## src/rtl/rv_pkg.sv

```systemverilog
// Shared constants for the fetch front end: default datapath width,
// the canonical NOP encoding (addi x0, x0, 0) and the default reset PC.
package rv_pkg;

  localparam int          XLEN_DEF     = 32;
  localparam logic [31:0] NOP_INSTR    = 32'h0000_0013;
  localparam logic [31:0] RESET_PC_DEF = 32'h0000_0000;

endpackage

```

## src/rtl/fq_storage.sv

```systemverilog
// Instruction queue storage: DEPTH entries of {pc, instr}, one synchronous
// write port and an asynchronous read port addressed by the read pointer.
// Entries carry no reset; validity is tracked by the owner's count.
module fq_storage #(
  parameter int XLEN  = 32,
  parameter int DEPTH = 4
) (
  input  logic                     clk,
  input  logic                     wr_en,
  input  logic [$clog2(DEPTH)-1:0] wr_ptr,
  input  logic [XLEN-1:0]          wr_pc,
  input  logic [XLEN-1:0]          wr_instr,
  input  logic [$clog2(DEPTH)-1:0] rd_ptr,
  output logic [XLEN-1:0]          rd_pc,
  output logic [XLEN-1:0]          rd_instr
);

  logic [2*XLEN-1:0] mem [DEPTH];

  // Capture a returned fetch into the slot at the write pointer
  always_ff @(posedge clk) begin
    if (wr_en) begin
      mem[wr_ptr] <= {wr_pc, wr_instr};
    end
  end

  assign {rd_pc, rd_instr} = mem[rd_ptr];

endmodule

```

## src/rtl/fetch_queue.sv

```systemverilog
// Fetch stage with a DEPTH-entry instruction queue between the synchronous
// instruction memory and decode. One fetch is issued per cycle while the
// queue (counting the in-flight request) has room; execute corrections and
// decode predictions flush the queue and steer the fetch address in the
// same cycle. Optional feature macro: FETCH_QUEUE_BYPASS_EN lets a response
// arriving at an empty queue appear at the head in its arrival cycle.
module fetch_queue
  import rv_pkg::*;
#(
  parameter int              XLEN     = XLEN_DEF,
  parameter int              DEPTH    = 4,
  parameter logic [XLEN-1:0] RESET_PC = XLEN'(RESET_PC_DEF)
) (
  input  logic                   clk_i,
  input  logic                   reset_i,
  output logic [XLEN-1:0]        IMemAddr_o,
  input  logic [XLEN-1:0]        IMemData_i,
  input  logic                   redirect_i,
  input  logic [XLEN-1:0]        redirectPC_i,
  input  logic                   predict_i,
  input  logic [XLEN-1:0]        predictPC_i,
  output logic                   FD_valid_o,
  input  logic                   FD_ready_i,
  output logic [XLEN-1:0]        FD_PC_o,
  output logic [XLEN-1:0]        FD_instr_o,
  output logic [$clog2(DEPTH):0] count_o
);

  localparam int PW = $clog2(DEPTH);
  localparam int CW = PW + 1;

  // Sequential fetch PC (next address when no redirect)
  logic [XLEN-1:0] pc_p0;
  // Request issued last cycle; its data is on IMemData_i this cycle
  logic            req_vld_p1;
  logic [XLEN-1:0] req_pc_p1;

  logic [CW-1:0]   count;
  logic [PW-1:0]   rd_ptr;
  logic [PW-1:0]   wr_ptr;
  logic [XLEN-1:0] last_pc;

  logic            flush;
  logic            issue;
  logic            pop;
  logic            deq;
  logic            push;
  logic            q_valid;
  logic            byp_vld;
  logic [CW:0]     occ;
  logic [XLEN-1:0] q_pc;
  logic [XLEN-1:0] q_instr;
  logic [XLEN-1:0] head_pc;
  logic [XLEN-1:0] head_instr;

  // Fetch address select: correction beats prediction beats sequential
  always_comb begin
    IMemAddr_o = pc_p0;
    if (!reset_i) begin
      IMemAddr_o = RESET_PC;
    end else if (redirect_i) begin
      IMemAddr_o = redirectPC_i;
    end else if (predict_i) begin
      IMemAddr_o = predictPC_i;
    end
  end

  // Head selection, handshake and queue occupancy bookkeeping
  always_comb begin
    flush   = redirect_i | predict_i;
    q_valid = (count != '0);
`ifdef FETCH_QUEUE_BYPASS_EN
    byp_vld = !q_valid & req_vld_p1 & !flush;
`else
    byp_vld = 1'b0;
`endif
    FD_valid_o = q_valid | byp_vld;
    head_pc    = q_valid ? q_pc    : req_pc_p1;
    head_instr = q_valid ? q_instr : IMemData_i;
    FD_PC_o    = FD_valid_o ? head_pc    : last_pc;
    FD_instr_o = FD_valid_o ? head_instr : XLEN'(NOP_INSTR);
    pop  = FD_valid_o & FD_ready_i;
    // A flushed head is not consumed; a bypassed head never touches storage
    deq  = pop & q_valid & !flush;
    push = req_vld_p1 & !flush & !(byp_vld & pop);
    // Occupancy the queue will reach once the in-flight word lands
    occ   = {1'b0, count} + (CW+1)'(req_vld_p1) - (CW+1)'(pop);
    issue = flush | (occ < (CW+1)'(DEPTH));
    count_o = count;
  end

  // Control state: fetch PC, request valid, pointers, count, held head PC
  always_ff @(posedge clk_i) begin
    if (!reset_i) begin
      pc_p0      <= RESET_PC;
      req_vld_p1 <= 1'b0;
      count      <= '0;
      rd_ptr     <= '0;
      wr_ptr     <= '0;
      last_pc    <= '0;
    end else begin
      req_vld_p1 <= issue;
      if (issue) begin
        pc_p0 <= IMemAddr_o + XLEN'(4);
      end
      last_pc <= FD_PC_o;
      if (flush) begin
        count  <= '0;
        rd_ptr <= wr_ptr;
      end else begin
        count <= count + CW'(push) - CW'(deq);
        if (deq) begin
          rd_ptr <= rd_ptr + PW'(1);
        end
      end
      if (push) begin
        wr_ptr <= wr_ptr + PW'(1);
      end
    end
  end

  // Remember the address of the request now in flight
  always_ff @(posedge clk_i) begin
    if (issue) begin
      req_pc_p1 <= IMemAddr_o;
    end
  end

  fq_storage #(
    .XLEN  (XLEN),
    .DEPTH (DEPTH)
  ) u_storage (
    .clk      (clk_i),
    .wr_en    (push),
    .wr_ptr   (wr_ptr),
    .wr_pc    (req_pc_p1),
    .wr_instr (IMemData_i),
    .rd_ptr   (rd_ptr),
    .rd_pc    (q_pc),
    .rd_instr (q_instr)
  );

endmodule

```

## config.mk

```make
export PLATFORM = sky130hd
export DESIGN_NAME = fetch_queue
export DESIGN_NICKNAME = d
export VERILOG_FILES = /design/src/rtl/rv_pkg.sv /design/src/rtl/fq_storage.sv /design/src/rtl/fetch_queue.sv
export SDC_FILE = /design/constraint.sdc
export NUM_CORES = 1
export LEC_CHECK = 0
export ABC_CLOCK_PERIOD_IN_PS = 10400
export BUFFER_PORTS_ARGS = -buffer_cell sky130_fd_sc_hd__buf_2
export CAP_MARGIN = 20
export CELL_PAD_IN_SITES_DETAIL_PLACEMENT = 2
export CELL_PAD_IN_SITES_GLOBAL_PLACEMENT = 2
export CORE_UTILIZATION = 41
export DETAILED_ROUTE_END_ITERATION = 10
export PLACE_DENSITY_LB_ADDON = 0.1
export SYNTH_ARGS = -nofsm -noshare
export SYNTH_HDL_FRONTEND = slang
export SYNTH_HIERARCHICAL = 1
export SYNTH_SLANG_ARGS = --single-unit
export TNS_END_PERCENT = 10
```

## constraint.sdc

```tcl
create_clock -name clk_i -period 10.4 [get_ports clk_i]
set_input_delay 1.56 -clock clk_i [delete_from_list [all_inputs] [get_ports clk_i]]
set_output_delay 1.56 -clock clk_i [all_outputs]
set_load 0.01 [all_outputs]
```

==> results of run 1 <==
-- layer usage --
metal,wire length [um],global-route usage (%)
met1,16500,27.3
met2,18700,35.8
met3,1770,3.86
met4,538,4.52
met5,10,0
-- cell usage in the layout (no fill, tap or decap), drive strengths merged, types with 2 or more instances in the layout --
cell type  Yosys  routed
edfxtp       288     288
buf           24     213
nand2        120     120
dfxtp         72      72
mux4          64      64
and2          63      63
clkbuf        30      48
inv           27      30
nor2          24      24
o21ai         23      23
nand2b        19      19
a211oi        19      19
o211ai        18      18
mux2i         17      17
mux2          16      16
clkinv         1      16
a31oi         13      13
nor2b         12      12
or4           12      12
xnor2         11      11
nand4         11      11
nand3         10      10
o31ai          9       9
nor4           7       7
xor2           6       6
ha             6       6
clkinvlp       0       4
bufinv         0       4
and3           4       4
a21oi          3       3
or3            3       3
nor3           3       3
and3b          3       3
o211a          2       2
a31o           2       2
-- per-stage QoR --
step | utilization (%) | setup slack (ns)
after floorplan | - | 2.53
after global placement | 45.5 | 5.26
after detailed placement | 45.5 | 5.22
after CTS | 49.2 | 5.19
after global routing | 49.2 | 5.06
final | 49.2 | 5.22
-- flip-flops by register name (all words and copies together) (netlist names) --
name	flops
last_pc	32
pc_p0	32
count_o	3
req_vld_p1	1
u_storage/mem	256
rd_ptr	2
wr_ptr	2
req_pc_p1	32
-- logic make-up (layout without fill, tap and decap cells) --
logic type | count (synthesis) | after routing | share of synthesized area, %
DFF | 360 | 360 | 68.3
and+or+nand+nor | 293 | 293 | 10.2
adders and majority gates | 7 | 7 | 0.644
xor gates and xnor gates | 17 | 17 | 1.01
other | 0 | 1 | 0
buffers and inverters | 82 | 315 | 3.03
muxes | 97 | 97 | 12.2
AOI/OAI and AO/OA | 93 | 93 | 4.57
-- critical path: stages --
cell and delay [ns]:
buf_2 0.08, buf_4 0.59, inv_2 0.46, a211oi_1 0.66
buf_2 0.25
-- layout make-up --
type	instances	area, um^2
Antenna cell	1	2.50
Clock buffer	48	1080
Clock inverter	26	249
Fill cell	3345	18000
Inverter	28	105
Multi-Input combinational cell	507	4250
Sequential cell	360	10100
Tap cell	461	577
Timing Repair Buffer	213	1100
-- power by group through the flow --
stage / registers (uW) / clock network, uW / logic, uW
detailed placement: 1650 / 0 / 171
global route: 1620 / 1500 / 185
finish: 1620 / 1410 / 169
floorplan: 1630 / 0 / 117
CTS: 1620 / 1450 / 173
global placement: 1640 / 0 / 167
-- final timing paths --
check	end	slack [ns]	depth (start not counted)
worst min-delay path	pc_p0[4]$_SDFFE_PN0P_	0.47	2
worst max register to register	pc_p0[15]$_SDFFE_PN0P_	6.33	14
worst min register to register	pc_p0[4]$_SDFFE_PN0P_	0.47	2
worst max-delay path	IMemAddr_o[28]	5.22	5
==> key figures, run 1 <==
Logic synthesis
  • Synthesized area: 0.0148 mm^2
  • Async set-reset flop share out of synthesis: 0%
  • Distinct cells, synth: around 50
  • Seq cells post-synth: 360
  • Count leader, synth: edfxtp_1
  • Avg Inst Size Synth: around 16 um^2
  • Area leader, netlist: edfxtp_1
  • Post-synth top flop: edfxtp_1
  • Register area share after synthesis: approximately 68%
  • Mapped Nets: between 1k and 1.5k
  • Post-synth EDFFs: between 200 and 300
  • Yosys warns: 6
  • Cells taking the most area after synthesis: edfxtp_1 59%, dfxtp_1 9.8%, mux4_2 9.2%
  • Mapped Cells: 949
  • Post-synth top area share: ~59%
  • Most frequent cells after synthesis: 288 x edfxtp_1, 120 x nand2_1, 72 x dfxtp_1

Global routing
  • Global route overflow: 0
  • Initial antenna violation count: 2
  • GRT Util Overall: 20.8%
  • Largest net degree at the start of global routing: 67
  • Vias in the first global route: a little under 10k
  • First-pass GRT wire length: ~57000 um

Critical path
  • Maximum fanout along the worst path: 66
  • CP Launch Type: input port
  • Reg-to-reg critical path startpoint: count_o[1]$_SDFF_PP0_
  • Worst Setup SP: reset_i
  • Setup crit end kind: primary output
  • Worst Path Arrival: 3.62 ns
  • Critical Path RT: 8.84 ns
  • Critical path class: input port to primary output

Timing
  • Slew @ Worst Pin: about 1.1 ns
  • WHS: between 0.4 and 0.5 ns
  • Max Fclk: around 190 MHz
  • Final setup viols: 0
  • RSZ-0062 raised after global routing: no
  • Period minus WS final: between 5 and 6 ns
  • Hold Vio Cnt, Final: 0
  • Max-slew violation count: 0
  • Max transition margin: between 20% and 30%
  • Sum of negative setup slack: 0 ns
  • Tcrit/Tclk final: about 50%
  • Clock skew: ~0.02 ns

Power
  • Cell internal pwr: roughly 2500 uW
  • Combinational power share: under 10%
  • Cell Pwr Density: between 150 and 200 mW/mm^2
  • Leak: 0.00652 uW
  • Peak VDD IR: between 0.1 and 0.15 mV
  • Clock network power share: 44.2%
  • Switching share of power: a little over a fifth
  • Total power: approximately 3200 uW
  • Reg power frac: 50.5%
  • Sw power: between 600 and 700 uW

Routing
  • DRT Pass-1 Iters: 4
  • Final ANT Viol Nets: 0
  • Post-Route WL: about 38000 um
  • Via density: approximately 5.3
  • Initial DRC count: between 300 and 400
  • Avg WL per Cell: 22.8 um
  • DR vias: ~8.8k
  • Remaining DRCs: 0

Min path
  • Hold Crit Class: flop to flop
  • Worst Hold Launch: pc_p0[4]$_SDFFE_PN0P_

Clock tree
  • Post-cts resize count: 0
  • Count of hold-fix buffers inserted at cts: 0
  • CTS Buf Count: 40
  • Clock Latency Late Sink: between 0.5 and 0.6 ns
  • CTS tree: done
  • H-tree depth: 2
  • CTS Sinks: 360
  • Root Buffer: clkbuf_16
  • Setup Fix Bufs, Post-CTS: 0
  • Reg clk slew, reported paths: roughly 0.06 ns
  • CTS max path bufs: 3

Placement
  • Final GP Congestion: roughly 0.76
  • Placed cell count: 1569
  • Number of port buffers: 200
  • HPWL after DPL: 23300 um
  • Post-DP Area: between 0.015 and 0.02 mm^2

Die
  • Die span in x: between 150 and 200 um
  • # IOs: between 200 and 250
  • Core Rows: 69
  • Initial core utilization: 41.6%
  • Die Ht: 192 um
  • Core Box Area: about 0.035 mm^2
  • Die ar.: between 0.03 and 0.04 mm^2

Flow run
  • Number of max-cap violations: 0

Layout
  • Share of layout cells above drive strength 1: approximately a third
  • Syn-to-layout area delta: 18.3%
  • Fin cells: around 1.6k
  • Design area: about 0.017 mm^2
  • Fin nets: between 1k and 1.5k

Run status
  • Status: complete, no violations
Power figures use the tool's default switching activity.
==> run 2: changes to the inputs <==
--- a/config.mk
+++ b/config.mk
@@ -5,12 +5,12 @@
 export SDC_FILE = /design/constraint.sdc
 export NUM_CORES = 1
 export LEC_CHECK = 0
-export ABC_CLOCK_PERIOD_IN_PS = 10400
+export ABC_CLOCK_PERIOD_IN_PS = 4390
 export BUFFER_PORTS_ARGS = -buffer_cell sky130_fd_sc_hd__buf_2
 export CAP_MARGIN = 20
 export CELL_PAD_IN_SITES_DETAIL_PLACEMENT = 2
 export CELL_PAD_IN_SITES_GLOBAL_PLACEMENT = 2
-export CORE_UTILIZATION = 41
+export CORE_UTILIZATION = 37
 export DETAILED_ROUTE_END_ITERATION = 10
 export PLACE_DENSITY_LB_ADDON = 0.1
 export SYNTH_ARGS = -nofsm -noshare
==> constraint.sdc (replaced) <==
create_clock -name clk_i -period 4.39 [get_ports clk_i]
set_input_delay 0.6585 -clock clk_i [delete_from_list [all_inputs] [get_ports clk_i]]
set_output_delay 0.6585 -clock clk_i [all_outputs]
set_load 0.01 [all_outputs]
==> run 2 against run 1 <==
Effect of this change:
- sequential power is 140% higher
- cell area rose by 1.0%
- total power is 130% higher
- register-to-register slack got worse by 5.4 ns
- global-route usage down 1.5 points
- via count down 0.22%
- non-clock buffer count is 16 higher
- combinational power is 150% higher
- largest power group unchanged
==> key figures, run 2 (synthesis results as in run 1) <==
Run status
  • Status: complete, no violations (unchanged)

Power
  • Cell Pwr Density: 423 mW/mm^2 (was 183 mW/mm^2)
  • Leak: 0.00659 uW (was 0.00652 uW)
  • Peak VDD IR: 0.216 mV (was 0.102 mV)

Die
  • Die span in x: 202 um (was 192 um)
  • Die Ht: 202 um (was 192 um)
  • Core Box Area: 0.0390 mm^2 (was 0.0355 mm^2)
  • # IOs: 201 (unchanged)
  • Core Rows: 72 (was 69)
  • Die ar.: 0.0407 mm^2 (was 0.0368 mm^2)
  • Initial core utilization: 37.8% (was 41.6%)

Layout
  • Register area: 0.0101 mm^2 (unchanged)
  • Most common cell after layout, fill and taps aside: edfxtp_1 (unchanged)
  • Max FFs per register: 256 (unchanged)
  • Top reg by flops: u_storage/mem (unchanged)
  • Design area: 0.0176 mm^2 (was 0.0175 mm^2)
  • Filler instances: 3792 (was 3345)
  • Multi-input gate area in the final layout: 0.00426 mm^2 (was 0.00425 mm^2)
  • Final core utilization: 45.2% (was 49.2%)
  • Share of layout cells above drive strength 1: 31.8% (was 31.6%)
  • Fin nets: 1274 (was 1258)
  • Syn-to-layout area delta: 19.5% (was 18.3%)
  • Most frequent cells in the layout: 288 x edfxtp_1, 200 x buf_2, 120 x nand2_1 (unchanged)
  • Number of diodes: 0 (was 1)

Clock tree
  • Root Buffer: clkbuf_16 (unchanged)
  • Setup Fix Bufs, Post-CTS: 0 (unchanged)
  • CTS Sinks: 360 (unchanged)
  • H-tree depth: 2 (unchanged)
  • CTS Buf Count: 40 (unchanged)
  • CTS max path bufs: 3 (unchanged)
  • Reg clk slew, reported paths: 0.06 ns (about the same)
  • CTS tree: done (unchanged)
  • Count of hold-fix buffers inserted at cts: 0 (unchanged)
  • Clock Latency Late Sink: 0.53 ns (about the same)
  • Post-cts resize count: 0 (unchanged)

Global routing
  • GRT Util Overall: 19.3% (was 20.8%)
  • Global route overflow: 0 (unchanged)
  • Largest net degree at the start of global routing: 67 (unchanged)
  • First-pass GRT wire length: 59800 um (was 57400 um)
  • Initial antenna violation count: 1 (was 2)
  • Vias in the first global route: 9885 (was 9777)

Critical path
  • Critical path class: flop to flop (was input port to primary output)
  • Slowest CP cell: or4_2 (was a211oi_1)
  • Setup crit end kind: flop (was primary output)
  • Worst Setup SP: count_o[1]$_SDFF_PP0_ (was reset_i)
  • Worst Path Arrival: 3.92 ns (was 3.62 ns)
  • Maximum fanout along the worst path: 12 (was 66)
  • R2R cell count: 13 (was 14)
  • FF-to-FF End: pc_p0[15]$_SDFFE_PN0P_ (unchanged)
  • Critical Path RT: 4.81 ns (was 8.84 ns)
  • R2r setup slk: 0.89 ns (was 6.33 ns)
  • Crit path largest cell delay: 0.56 ns (was 0.66 ns)
  • Reg-to-reg critical path startpoint: count_o[1]$_SDFF_PP0_ (unchanged)
  • CP Launch Type: flop (was input port)
  • Critical path, cell by cell: nor3_2 > inv_2 > and2_1 > ha_1 > inv_1 > ha_1 > and3b_1 > o211a_1 > or4_2 > nand2_1 > clkinv_1 > o211a_1 > a211o_1 (was buf_2 > buf_4 > inv_2 > a211oi_1 > buf_2)

Routing
  • Final ANT Viol Nets: 0 (unchanged)
  • DR vias: 8742 (was 8761)
  • Via density: 5.10 (was 5.33)
  • Avg WL per Cell: 22.4 um (was 22.8 um)
  • Initial DRC count: 338 (was 324)
  • Post-Route WL: 38300 um (was 37500 um)
  • DRT Pass-1 Iters: 6 (was 4)
  • Remaining DRCs: 0 (unchanged)

Timing
  • Tcrit/Tclk final: between 70% and 80%
  • Max-slew violation count: 0 (unchanged)
  • Slew @ Worst Pin: 1.05 ns (was 1.07 ns)
  • RSZ-0062 raised after global routing: no (unchanged)
  • Max transition margin: 29.8% (was 28.7%)
  • Period minus WS final: about 3.5 ns
  • Hold Vio Cnt, Final: 0 (unchanged)
  • Final worst slack: 0.889 ns (was 5.22 ns)
  • Max Fclk: about 290 MHz
  • Clock skew: 0.0114 ns (was 0.0206 ns)
  • Sum of negative setup slack: 0 ns (unchanged)
  • Final setup viols: 0 (unchanged)

Placement
  • Number of port buffers: 200 (unchanged)
  • HPWL after DPL: 25000 um (was 23300 um)
  • Pre-CTS setup slack: 0.648 ns (was 5.22 ns)
  • Final GP Congestion: 0.756 (was 0.760)
  • Post-DP Area: 0.0164 mm^2 (was 0.0161 mm^2)

Min path
  • Worst Hold Launch: IMemData_i[23] (was pc_p0[4]$_SDFFE_PN0P_)
  • Hold Path Sink: u_storage/mem[0][23]$_DFFE_PP_ (was pc_p0[4]$_SDFFE_PN0P_)
  • Hold Crit Class: input port to flop (was flop to flop)
  • Cell depth of the worst hold path: 1 (was 2)

Flow run
  • Number of max-cap violations: 0 (unchanged)
[run 2: critical path, delay by kind of cell (launching register included)]
family,cells,cell delay [ns]
adder cells (fa/ha/maj),2,0.40
buffers and inverters,3,0.45
flip-flops,1,0.37
AO/OA/AOI/OAI,3,0.67
AND/OR/NAND/NOR,5,1.50
[run 2: cell type report]
| class | count | area share (%) |
|---|---|---|
| multi-input combinational | 507 | 24.1 |
| clock inverter | 13 | 0.631 |
| sequential | 360 | 57.2 |
| timing repair buffer | 229 | 7.26 |
| tap | 518 | 3.67 |
| clock buffer | 59 | 6.48 |
| inverter | 28 | 0.596 |
[run 2: how the worst max path moves through the flow]
stage / endpoint / slack (ns) / depth (start not counted)
floorplan: req_pc_p1[0]$_DFFE_PP_ / 0.54 / 11
global placement: pc_p0[16]$_SDFFE_PN0P_ / 0.72 / 8
detailed placement: pc_p0[28]$_SDFFE_PN0P_ / 0.65 / 8
CTS: pc_p0[15]$_SDFFE_PN0P_ / 0.87 / 13
global route: pc_p0[15]$_SDFFE_PN0P_ / 0.67 / 13
finish: pc_p0[15]$_SDFFE_PN0P_ / 0.89 / 13
[run 2: layer usage]
layer / GRT usage (%) / share of wire, % / routed length, um / vias up
met5: 0 / 0.044 / 17 / -
met4: 4.22 / 1.5 / 562 / 2
met3: 3.61 / 4.0 / 1520 / 43
met2: 32.4 / 48 / 18600 / 190
met1: 26.1 / 46 / 17700 / 4475
li1: - / - / - / 4032
[run 2: through the flow]
stage	hold WS, ns	total power, uW	std cells
CTS	0.322	7570	1714
global placement	0.474	4310	1642
floorplan	0.418	4140	949
detailed placement	0.469	4330	1642
global route	0.337	7720	1714
finish	0.351	7460	1714
[run 2: report_power, final]
group	leakage (uW)	internal [uW]	switching, uW	total (uW)
sequential	0.00329	3760	64.2	3830
clock	0.000614	1920	1300	3210
combinational	0.00268	191	228	419
total	0.00659	5870	1590	7460
